<file path="config.mk">
export PLATFORM = sky130hd
export DESIGN_NAME = seven_seg_scan_controller_flat
export DESIGN_NICKNAME = d
export VERILOG_FILES = /design/src/rtl/seven_seg_scan_controller_if.sv /design/src/rtl/seven_seg_scan_controller.sv /design/src/flat_wrapper.sv
export SDC_FILE = /design/constraint.sdc
export NUM_CORES = 1
export LEC_CHECK = 0
export BUFFER_PORTS_ARGS = -buffer_cell sky130_fd_sc_hd__buf_2
export CORE_ASPECT_RATIO = 2
export CORE_UTILIZATION = 60
export DETAILED_ROUTE_END_ITERATION = 8
export PLACE_DENSITY = 0.79
export SLEW_MARGIN = 30
export SYNTH_ARGS = -nofsm -noshare
export SYNTH_HDL_FRONTEND = slang
export SYNTH_SLANG_ARGS = --single-unit
</file>
<file path="constraint.sdc">
create_clock -name clock -period 3.12 [get_ports clock]
set_input_delay 0.624 -clock clock [delete_from_list [all_inputs] [get_ports clock]]
set_output_delay 0.624 -clock clock [all_outputs]
set_load 0.02 [all_outputs]
</file>
<file path="src/rtl/seven_seg_scan_controller_if.sv">
// Shadow-buffer write port and commit handshake for seven_seg_scan_controller.
//
// Signals:
//   wr_valid     writer -> ctrl  shadow write request
//   wr_ready     ctrl -> writer  write accepted when wr_valid && wr_ready
//   wr_index     writer -> ctrl  target digit (IDX_W bits)
//   wr_value     writer -> ctrl  hex value 0..F
//   wr_dp        writer -> ctrl  decimal point (segment h)
//   wr_enable    writer -> ctrl  1 = digit lit
//   commit       writer -> ctrl  request shadow->active copy at next frame boundary
//   commit_done  ctrl -> writer  one-cycle pulse when the copy has happened
//
// Modports: master = user logic filling the shadow buffer, slave = controller.
interface seven_seg_scan_controller_if #(
  parameter int N_DIGITS = 8
);
  localparam int IDX_W = (N_DIGITS > 1) ? $clog2(N_DIGITS) : 1;

  logic             wr_valid;
  logic             wr_ready;
  logic [IDX_W-1:0] wr_index;
  logic [3:0]       wr_value;
  logic             wr_dp;
  logic             wr_enable;
  logic             commit;
  logic             commit_done;

  modport master (
    output wr_valid, wr_index, wr_value, wr_dp, wr_enable, commit,
    input  wr_ready, commit_done
  );

  modport slave (
    input  wr_valid, wr_index, wr_value, wr_dp, wr_enable, commit,
    output wr_ready, commit_done
  );
endinterface

</file>
<file path="src/rtl/seven_seg_scan_controller.sv">
// Time-multiplexed scan controller for an N-digit seven-segment display.
// Keeps a shadow and an active buffer of per-digit {enable, dp, value}.
// Writers fill the shadow; a commit copies shadow to active only on the
// last cycle of a frame so a displayed frame never mixes old and new data.
// Each digit gets BLANK_CYCLES dark cycles followed by SCAN_DIV lit cycles.
//
// Ports:
//   clock        system clock
//   reset        synchronous, active-high
//   wr_bus       slave side of the shadow write / commit interface
//   abcdefgh     segments, bit7=a .. bit1=g, bit0=h (dp); 1 = on
//   digit        one-hot digit select; 1 = active
//   frame_start  one-cycle pulse when the scan wraps back to digit 0
//
// state    | meaning
// ---------+-----------------------------------------------------------
// ST_BLANK | all segments and digits off for BLANK_CYCLES (anti-ghosting)
// ST_SHOW  | digit scan_idx lit from the active buffer for SCAN_DIV cycles
module seven_seg_scan_controller #(
  parameter int N_DIGITS     = 8,
  parameter int SCAN_DIV     = 1000,
  parameter int BLANK_CYCLES = 16
) (
  input  logic                      clock,
  input  logic                      reset,
  seven_seg_scan_controller_if.slave wr_bus,
  output logic [7:0]                abcdefgh,
  output logic [N_DIGITS-1:0]       digit,
  output logic                      frame_start
);

  localparam int IDX_W   = (N_DIGITS > 1) ? $clog2(N_DIGITS) : 1;
  localparam int MAX_LEN = (SCAN_DIV > BLANK_CYCLES) ? SCAN_DIV : BLANK_CYCLES;
  localparam int TMR_W   = $clog2(MAX_LEN + 1);

  typedef enum logic {
    ST_BLANK,
    ST_SHOW
  } state_t;

  typedef struct packed {
    logic       enable;
    logic       dp;
    logic [3:0] value;
  } entry_t;

  state_t           state_q;
  logic [IDX_W-1:0] scan_idx_q;
  logic [TMR_W-1:0] timer_q;
  logic             pending_q;
  logic             wr_ready_q;
  logic             commit_done_q;
  entry_t           shadow_q [N_DIGITS];
  entry_t           active_q [N_DIGITS];

  logic                last_blank;
  logic                last_show;
  logic                last_digit;
  logic                boundary;
  logic                commit_fire;
  logic                pending_d;
  logic                wr_fire;
  logic                idx_ok;
  entry_t              cur_entry;
  logic [7:0]          seg_raw;
  logic [7:0]          lit_seg;
  logic [N_DIGITS-1:0] lit_digit;

  function automatic logic [7:0] hex7seg(input logic [3:0] v);
    logic [7:0] s;
    case (v)
      4'h0: s = 8'hFC;
      4'h1: s = 8'h60;
      4'h2: s = 8'hDA;
      4'h3: s = 8'hF2;
      4'h4: s = 8'h66;
      4'h5: s = 8'hB6;
      4'h6: s = 8'hBE;
      4'h7: s = 8'hE0;
      4'h8: s = 8'hFE;
      4'h9: s = 8'hF6;
      4'hA: s = 8'hEE;
      4'hB: s = 8'h3E;
      4'hC: s = 8'h9C;
      4'hD: s = 8'h7A;
      4'hE: s = 8'h9E;
      default: s = 8'h8E;
    endcase
    return s;
  endfunction

  always_comb begin
    last_blank  = (timer_q == TMR_W'(BLANK_CYCLES - 1));
    last_show   = (timer_q == TMR_W'(SCAN_DIV - 1));
    last_digit  = (scan_idx_q == IDX_W'(N_DIGITS - 1));
    boundary    = (state_q == ST_SHOW) && last_show && last_digit;
    commit_fire = boundary && pending_q;

    // A commit arriving on the boundary cycle itself only arms pending;
    // the copy then waits for the following boundary.
    pending_d = pending_q;
    if (commit_fire) begin
      pending_d = 1'b0;
    end else if (wr_bus.commit && !pending_q) begin
      pending_d = 1'b1;
    end

    wr_fire = wr_bus.wr_valid && wr_ready_q;
    // Out-of-range indices are still handshaken so a writer never stalls.
    idx_ok  = ({1'b0, wr_bus.wr_index} < (IDX_W + 1)'(N_DIGITS));

    cur_entry = active_q[scan_idx_q];
    seg_raw   = hex7seg(cur_entry.value);
    lit_seg   = cur_entry.enable ? {seg_raw[7:1], cur_entry.dp} : 8'h00;
    lit_digit = cur_entry.enable ? (N_DIGITS'(1) << scan_idx_q) : '0;
  end

  always_ff @(posedge clock) begin
    if (reset) begin
      state_q       <= ST_BLANK;
      scan_idx_q    <= '0;
      timer_q       <= '0;
      pending_q     <= 1'b0;
      wr_ready_q    <= 1'b0;
      commit_done_q <= 1'b0;
      frame_start   <= 1'b0;
      abcdefgh      <= '0;
      digit         <= '0;
      for (int i = 0; i < N_DIGITS; i++) begin
        shadow_q[i] <= '0;
        active_q[i] <= '0;
      end
    end else begin
      pending_q     <= pending_d;
      wr_ready_q    <= !pending_d;
      commit_done_q <= commit_fire;
      frame_start   <= 1'b0;

      // Writes are blocked while pending, so a write never races the copy.
      if (wr_fire && idx_ok) begin
        shadow_q[wr_bus.wr_index] <= '{enable: wr_bus.wr_enable,
                                       dp:     wr_bus.wr_dp,
                                       value:  wr_bus.wr_value};
      end

      if (commit_fire) begin
        for (int i = 0; i < N_DIGITS; i++) begin
          active_q[i] <= shadow_q[i];
        end
      end

      case (state_q)
        ST_BLANK: begin
          if (last_blank) begin
            state_q  <= ST_SHOW;
            timer_q  <= '0;
            digit    <= lit_digit;
            abcdefgh <= lit_seg;
          end else begin
            timer_q <= timer_q + TMR_W'(1);
          end
        end
        ST_SHOW: begin
          if (last_show) begin
            state_q  <= ST_BLANK;
            timer_q  <= '0;
            digit    <= '0;
            abcdefgh <= '0;
            if (last_digit) begin
              scan_idx_q  <= '0;
              frame_start <= 1'b1;
            end else begin
              scan_idx_q <= scan_idx_q + IDX_W'(1);
            end
          end else begin
            timer_q <= timer_q + TMR_W'(1);
          end
        end
        default: begin
          state_q <= ST_BLANK;
          timer_q <= '0;
        end
      endcase
    end
  end

  assign wr_bus.wr_ready    = wr_ready_q;
  assign wr_bus.commit_done = commit_done_q;

endmodule

</file>
<file path="src/flat_wrapper.sv">
// flat-port wrapper written by rule: the top's interface ports become plain ports
module seven_seg_scan_controller_flat 
#(
  parameter int N_DIGITS     = 8,
  parameter int SCAN_DIV     = 1000,
  parameter int BLANK_CYCLES = 16
)
  (clock, reset, abcdefgh, digit, frame_start, wr_bus_wr_valid, wr_bus_wr_index, wr_bus_wr_value, wr_bus_wr_dp, wr_bus_wr_enable, wr_bus_commit, wr_bus_wr_ready, wr_bus_commit_done);
  seven_seg_scan_controller_if #(.N_DIGITS(N_DIGITS)) wr_bus_i ();
  input  logic clock;
  input  logic reset;
  output logic [7:0] abcdefgh;
  output logic [N_DIGITS-1:0] digit;
  output logic frame_start;
  input wire logic [$bits(wr_bus_i.wr_valid)-1:0] wr_bus_wr_valid;
  input wire logic [$bits(wr_bus_i.wr_index)-1:0] wr_bus_wr_index;
  input wire logic [$bits(wr_bus_i.wr_value)-1:0] wr_bus_wr_value;
  input wire logic [$bits(wr_bus_i.wr_dp)-1:0] wr_bus_wr_dp;
  input wire logic [$bits(wr_bus_i.wr_enable)-1:0] wr_bus_wr_enable;
  input wire logic [$bits(wr_bus_i.commit)-1:0] wr_bus_commit;
  output wire logic [$bits(wr_bus_i.wr_ready)-1:0] wr_bus_wr_ready;
  output wire logic [$bits(wr_bus_i.commit_done)-1:0] wr_bus_commit_done;
  assign wr_bus_i.wr_valid = wr_bus_wr_valid;
  assign wr_bus_i.wr_index = wr_bus_wr_index;
  assign wr_bus_i.wr_value = wr_bus_wr_value;
  assign wr_bus_i.wr_dp = wr_bus_wr_dp;
  assign wr_bus_i.wr_enable = wr_bus_wr_enable;
  assign wr_bus_i.commit = wr_bus_commit;
  assign wr_bus_wr_ready = wr_bus_i.wr_ready;
  assign wr_bus_commit_done = wr_bus_i.commit_done;
  seven_seg_scan_controller #(.N_DIGITS(N_DIGITS), .SCAN_DIV(SCAN_DIV), .BLANK_CYCLES(BLANK_CYCLES)) u_core (.clock(clock), .reset(reset), .wr_bus(wr_bus_i), .abcdefgh(abcdefgh), .digit(digit), .frame_start(frame_start));
endmodule
</file>
==> impl_metrics.json <==
{
  "slew_headroom_pct": 52.4,
  "dieWidth_microns": 70.7,
  "startpoint_type": "flop",
  "cts_made_buffers": 17,
  "power_frac_seq_pct": 49.9,
  "cpPeakStageDelay_ns": 0.69,
  "grtUsageMet3_pct": 6.01,
  "synth_warnings": 0,
  "cp_top_family": "multiplexers",
  "syn_nets": 429,
  "port_buffers": 31,
  "dr.pass1.iters": 6,
  "grt-busiest-layer": "met2",
  "async_flop_share_pct": 0,
  "cp.arrival_ns": 2.92,
  "antennaDiodeCount": 0,
  "holdCritPathClass": "flop to flop",
  "tritoncts": "done",
  "cp_max_fo": 11,
  "clk_pin_slew_ns": 0.06,
  "netSwitchingFraction_pct": 21.6,
  "drv_slew": 0,
  "worst_path_max_delay_cell": "dfxtp_1",
  "cp_num_buf_inv": 1,
  "p_sw_mw": 0.853,
  "n_fill_cell": 585,
  "ios": 32,
  "num_vias": 3154,
  "vias_per_cell": 5.59,
  "drc": 6,
  "holdBufCountCts": 0,
  "met1_usage_pct": 19.4,
  "power_per_cell_area_nw_per_um2": 608,
  "r2r_cells": 7,
  "place_congestion": 0.811,
  "coreArea_sq_um": 9070,
  "grt_pass1_vias": 3086,
  "crit_cells": 7,
  "cts_buffer_depth": 2,
  "synthCells": 403,
  "fmax_mhz": 383,
  "ys_ff_latch": 133,
  "wl_per_cell_microns": 17.3,
  "synth_edf_count": 96,
  "worstPathRequired_ns": 3.42,
  "pwr-share-comb_pct": 3.3,
  "ff2ff_setup_slack_ns": 0.51,
  "grt_pass1_wl_microns": 15400,
  "synthAdderAreaFrac_pct": 2.87,
  "violations": "DRC",
  "ant_nets": 0,
  "fin_nets": 475,
  "worstSetupEndpointType": "flop",
  "post_cts.repair.setup_buffers": 0,
  "synth-simple-area-share_pct": 18.6,
  "synth_top_family_by_area": "simple AND/OR/NAND/NOR gates",
  "clkLatencyLatePin_ns": 0.41,
  "preCtsSetupSlack_ns": 0.515,
  "cts_resized": 0,
  "antenna_found_initial": 0,
  "initial_core_util_pct": 62.4,
  "clkSinkCount": 133,
  "layout-drive-gt1-share_pct": 20.1,
  "p_int_mw": 3.10,
  "syn-mean-instance-area_sq_um": 14.0,
  "ys_types": 45,
  "fin_skew_ns": 0.00657,
  "synthMuxAreaShare_pct": 7.80,
  "crit_chain": "mux4_2 -> mux2_2 -> inv_1 -> ha_1 -> nor3_1 -> o21bai_1 -> o21ai_1",
  "setup-tns-final_ns": 0,
  "period_needed_ns": 2.61,
  "period_share_pct": 83.8,
  "synth-main-ff-cell": "edfxtp_1",
  "dieArea_sq_um": 9850,
  "dp_hpwl_microns": 7010,
  "gr-usage-met2_pct": 41.6,
  "dr.first_iter.drc_count": 149,
  "overflow": 0,
  "worst_slack_ns": 0.506,
  "rsz0062_at_grt": "no",
  "r2r_end": "u_core.abcdefgh[4]$_SDFFE_PP0P_",
  "netlist_area_sq_um": 5660,
  "wirelength_microns": 9780,
  "area_growth_syn_to_layout_pct": 14.9,
  "regArea_sq_um": 3620,
  "hold_viol_final": 0,
  "tightest_slew_ns": 0.711,
  "p_clk_share_pct": 46.8,
  "setup_viol": 0,
  "track_usage_pct": 21.8,
  "htreeDepth": 4,
  "p_leak_nw": 2.48,
  "ys_seq_area_share_pct": 64.0,
  "die_h_microns": 139,
  "critical_path_class": "flop to flop",
  "vdd_drop_max_mv": 0.509,
  "synthXorXnorAreaFrac_pct": 1.24,
  "cap_violations": 0,
  "status": "finished, violations left",
  "rows": 49,
  "ctsRootBufferMaster": "clkbuf_16",
  "timing.critical_path.to": "u_core.abcdefgh[4]$_SDFFE_PP0P_",
  "grt_max_degree": 49,
  "multiInputGateArea_sq_um": 1940,
  "synth_compound_area_share_pct": 3.67
}
==> power by group through the flow <==
| stage | sequential [mW] | clock [mW] | combinational [mW] |
|---|---|---|---|
| finish | 1.97 | 1.85 | 0.129 |
| detailed placement | 2.01 | 0 | 0.130 |
| CTS | 1.97 | 1.87 | 0.131 |
| floorplan | 2.00 | 0 | 0.0869 |
| global placement | 2.00 | 0 | 0.125 |
| global route | 1.98 | 1.94 | 0.143 |
==> routing by layer <==
layer  up-vias  part of all wire, %
met2        71                   59
met1      1511                   34
met4         0                  3.9
li1       1544                    -
met3        28                  3.1
met5         -                    0
==> Yosys cell counts, types with 2 or more instances <==
library cell  count  area, sq um
nor4_1            2         12.5
o211ai_1          2         15.0
o21ai_1           2         10.0
a21oi_1           2         10.0
nor3b_2           2         25.0
dfxtp_1          37          741
clkbuf_2          2         10.0
mux2i_1           7         70.1
nor3_1            7         35.0
inv_1             8         30.0
a22o_1            7         61.3
xnor2_1           8         70.1
nand2b_1          5         31.3
a32o_1            6         60.1
mux4_1            8          210
mux2i_4           2         45.0
nor2b_1          14         87.6
ha_1             13          163
nand2_1          14         52.6
mux4_2            4         90.1
clkbuf_1          4         15.0
or2_2             8         50.1
buf_2             5         25.0
nand3_1           6         30.0
edfxtp_1         96         2880
and3_1            6         37.5
and2_1           85          532
nor2_1           23         86.3
buf_6             2         22.5
==> final cells by class <==
type                            count  area share [%]
Clock buffer                       18            6.60
Multi-Input combinational cell    249            29.8
Sequential cell                   133            55.7
Inverter                            8           0.462
Tap cell                          102            1.96
Clock inverter                     14            1.98
Timing Repair Buffer               40            3.43
==> layout by cell type, fill, tap and decap left out, types with 2 or more instances in the layout <==
master	n
nor3b_2	2
nand3_1	6
clkbuf_16	17
or2_2	8
dfxtp_1	37
nor3_2	2
and3_1	6
nor3_1	6
buf_2	31
nand2_1	14
o21ai_1	2
clkinv_2	2
ha_1	13
nor2_1	23
nor2b_1	14
xnor2_1	8
clkinvlp_4	2
o211ai_1	2
mux2i_4	2
clkinv_4	5
a21oi_1	2
a22o_1	7
mux4_1	8
a32o_1	6
inv_1	8
inv_6	3
edfxtp_1	96
and2_1	85
nor4_1	2
mux4_2	4
buf_4	9
mux2i_1	7
nand2b_1	4
==> cells by family (layout without fill, tap and decap cells) <==
kind of cell / Yosys count / in the layout
flip-flops: 133 / 133
XOR/XNOR: 8 / 8
adder cells (fa/ha/maj): 13 / 13
AND/OR/NAND/NOR: 179 / 179
multiplexers: 23 / 23
AO/OA/AOI/OAI: 26 / 26
buffers and inverters: 21 / 80
==> registers in the layout, summed over array words and instances, names as in the netlist, 3 cells and up, named ones only <==
register and cells:
u_core.active_q 48, u_core.shadow_q 48, u_core.timer_q 10, u_core.abcdefgh 8, u_core.digit 8, u_core.scan_idx_q 3
==> tightest hold or removal path: cells and delay by family, from the launching register on <==
kind	cells	cell delay (ns)
DFF	1	0.31
and+or+nand+nor	2	0.09
==> worst min path at each step <==
stage | slack (ns) | startpoint | to | cells after the start
2_1_floorplan | 0.41 | u_core.timer_q[0]$_SDFF_PP0_ | u_core.timer_q[0]$_SDFF_PP0_ | 1
4_1_cts | 0.44 | u_core.timer_q[0]$_SDFF_PP0_ | u_core.timer_q[0]$_SDFF_PP0_ | 1
6_report | 0.44 | u_core.abcdefgh[2]$_SDFFE_PP0P_ | u_core.abcdefgh[2]$_SDFFE_PP0P_ | 2
3_5_place_dp | 0.43 | u_core.abcdefgh[2]$_SDFFE_PP0P_ | u_core.abcdefgh[2]$_SDFFE_PP0P_ | 2
3_3_place_gp | 0.42 | u_core.timer_q[0]$_SDFF_PP0_ | u_core.timer_q[0]$_SDFF_PP0_ | 1
5_1_grt | 0.46 | u_core.timer_q[0]$_SDFF_PP0_ | u_core.timer_q[0]$_SDFF_PP0_ | 1
==> stage by stage <==
| step | power [mW] | instance area, sq um | utilization (%) | cells | hold slack (ns) |
|---|---|---|---|---|---|
| floorplan | 2.09 | 5660 | - | 403 | 0.413 |
| global placement | 2.13 | 5940 | 65.5 | 532 | 0.423 |
| detailed placement | 2.14 | 5940 | 65.5 | 532 | 0.427 |
| CTS | 3.98 | 6500 | 71.7 | 564 | 0.440 |
| global route | 4.06 | 6500 | 71.7 | 564 | 0.459 |
| finish | 3.95 | 6500 | 71.7 | 564 | 0.437 |
(Power assumes the default switching activity.)
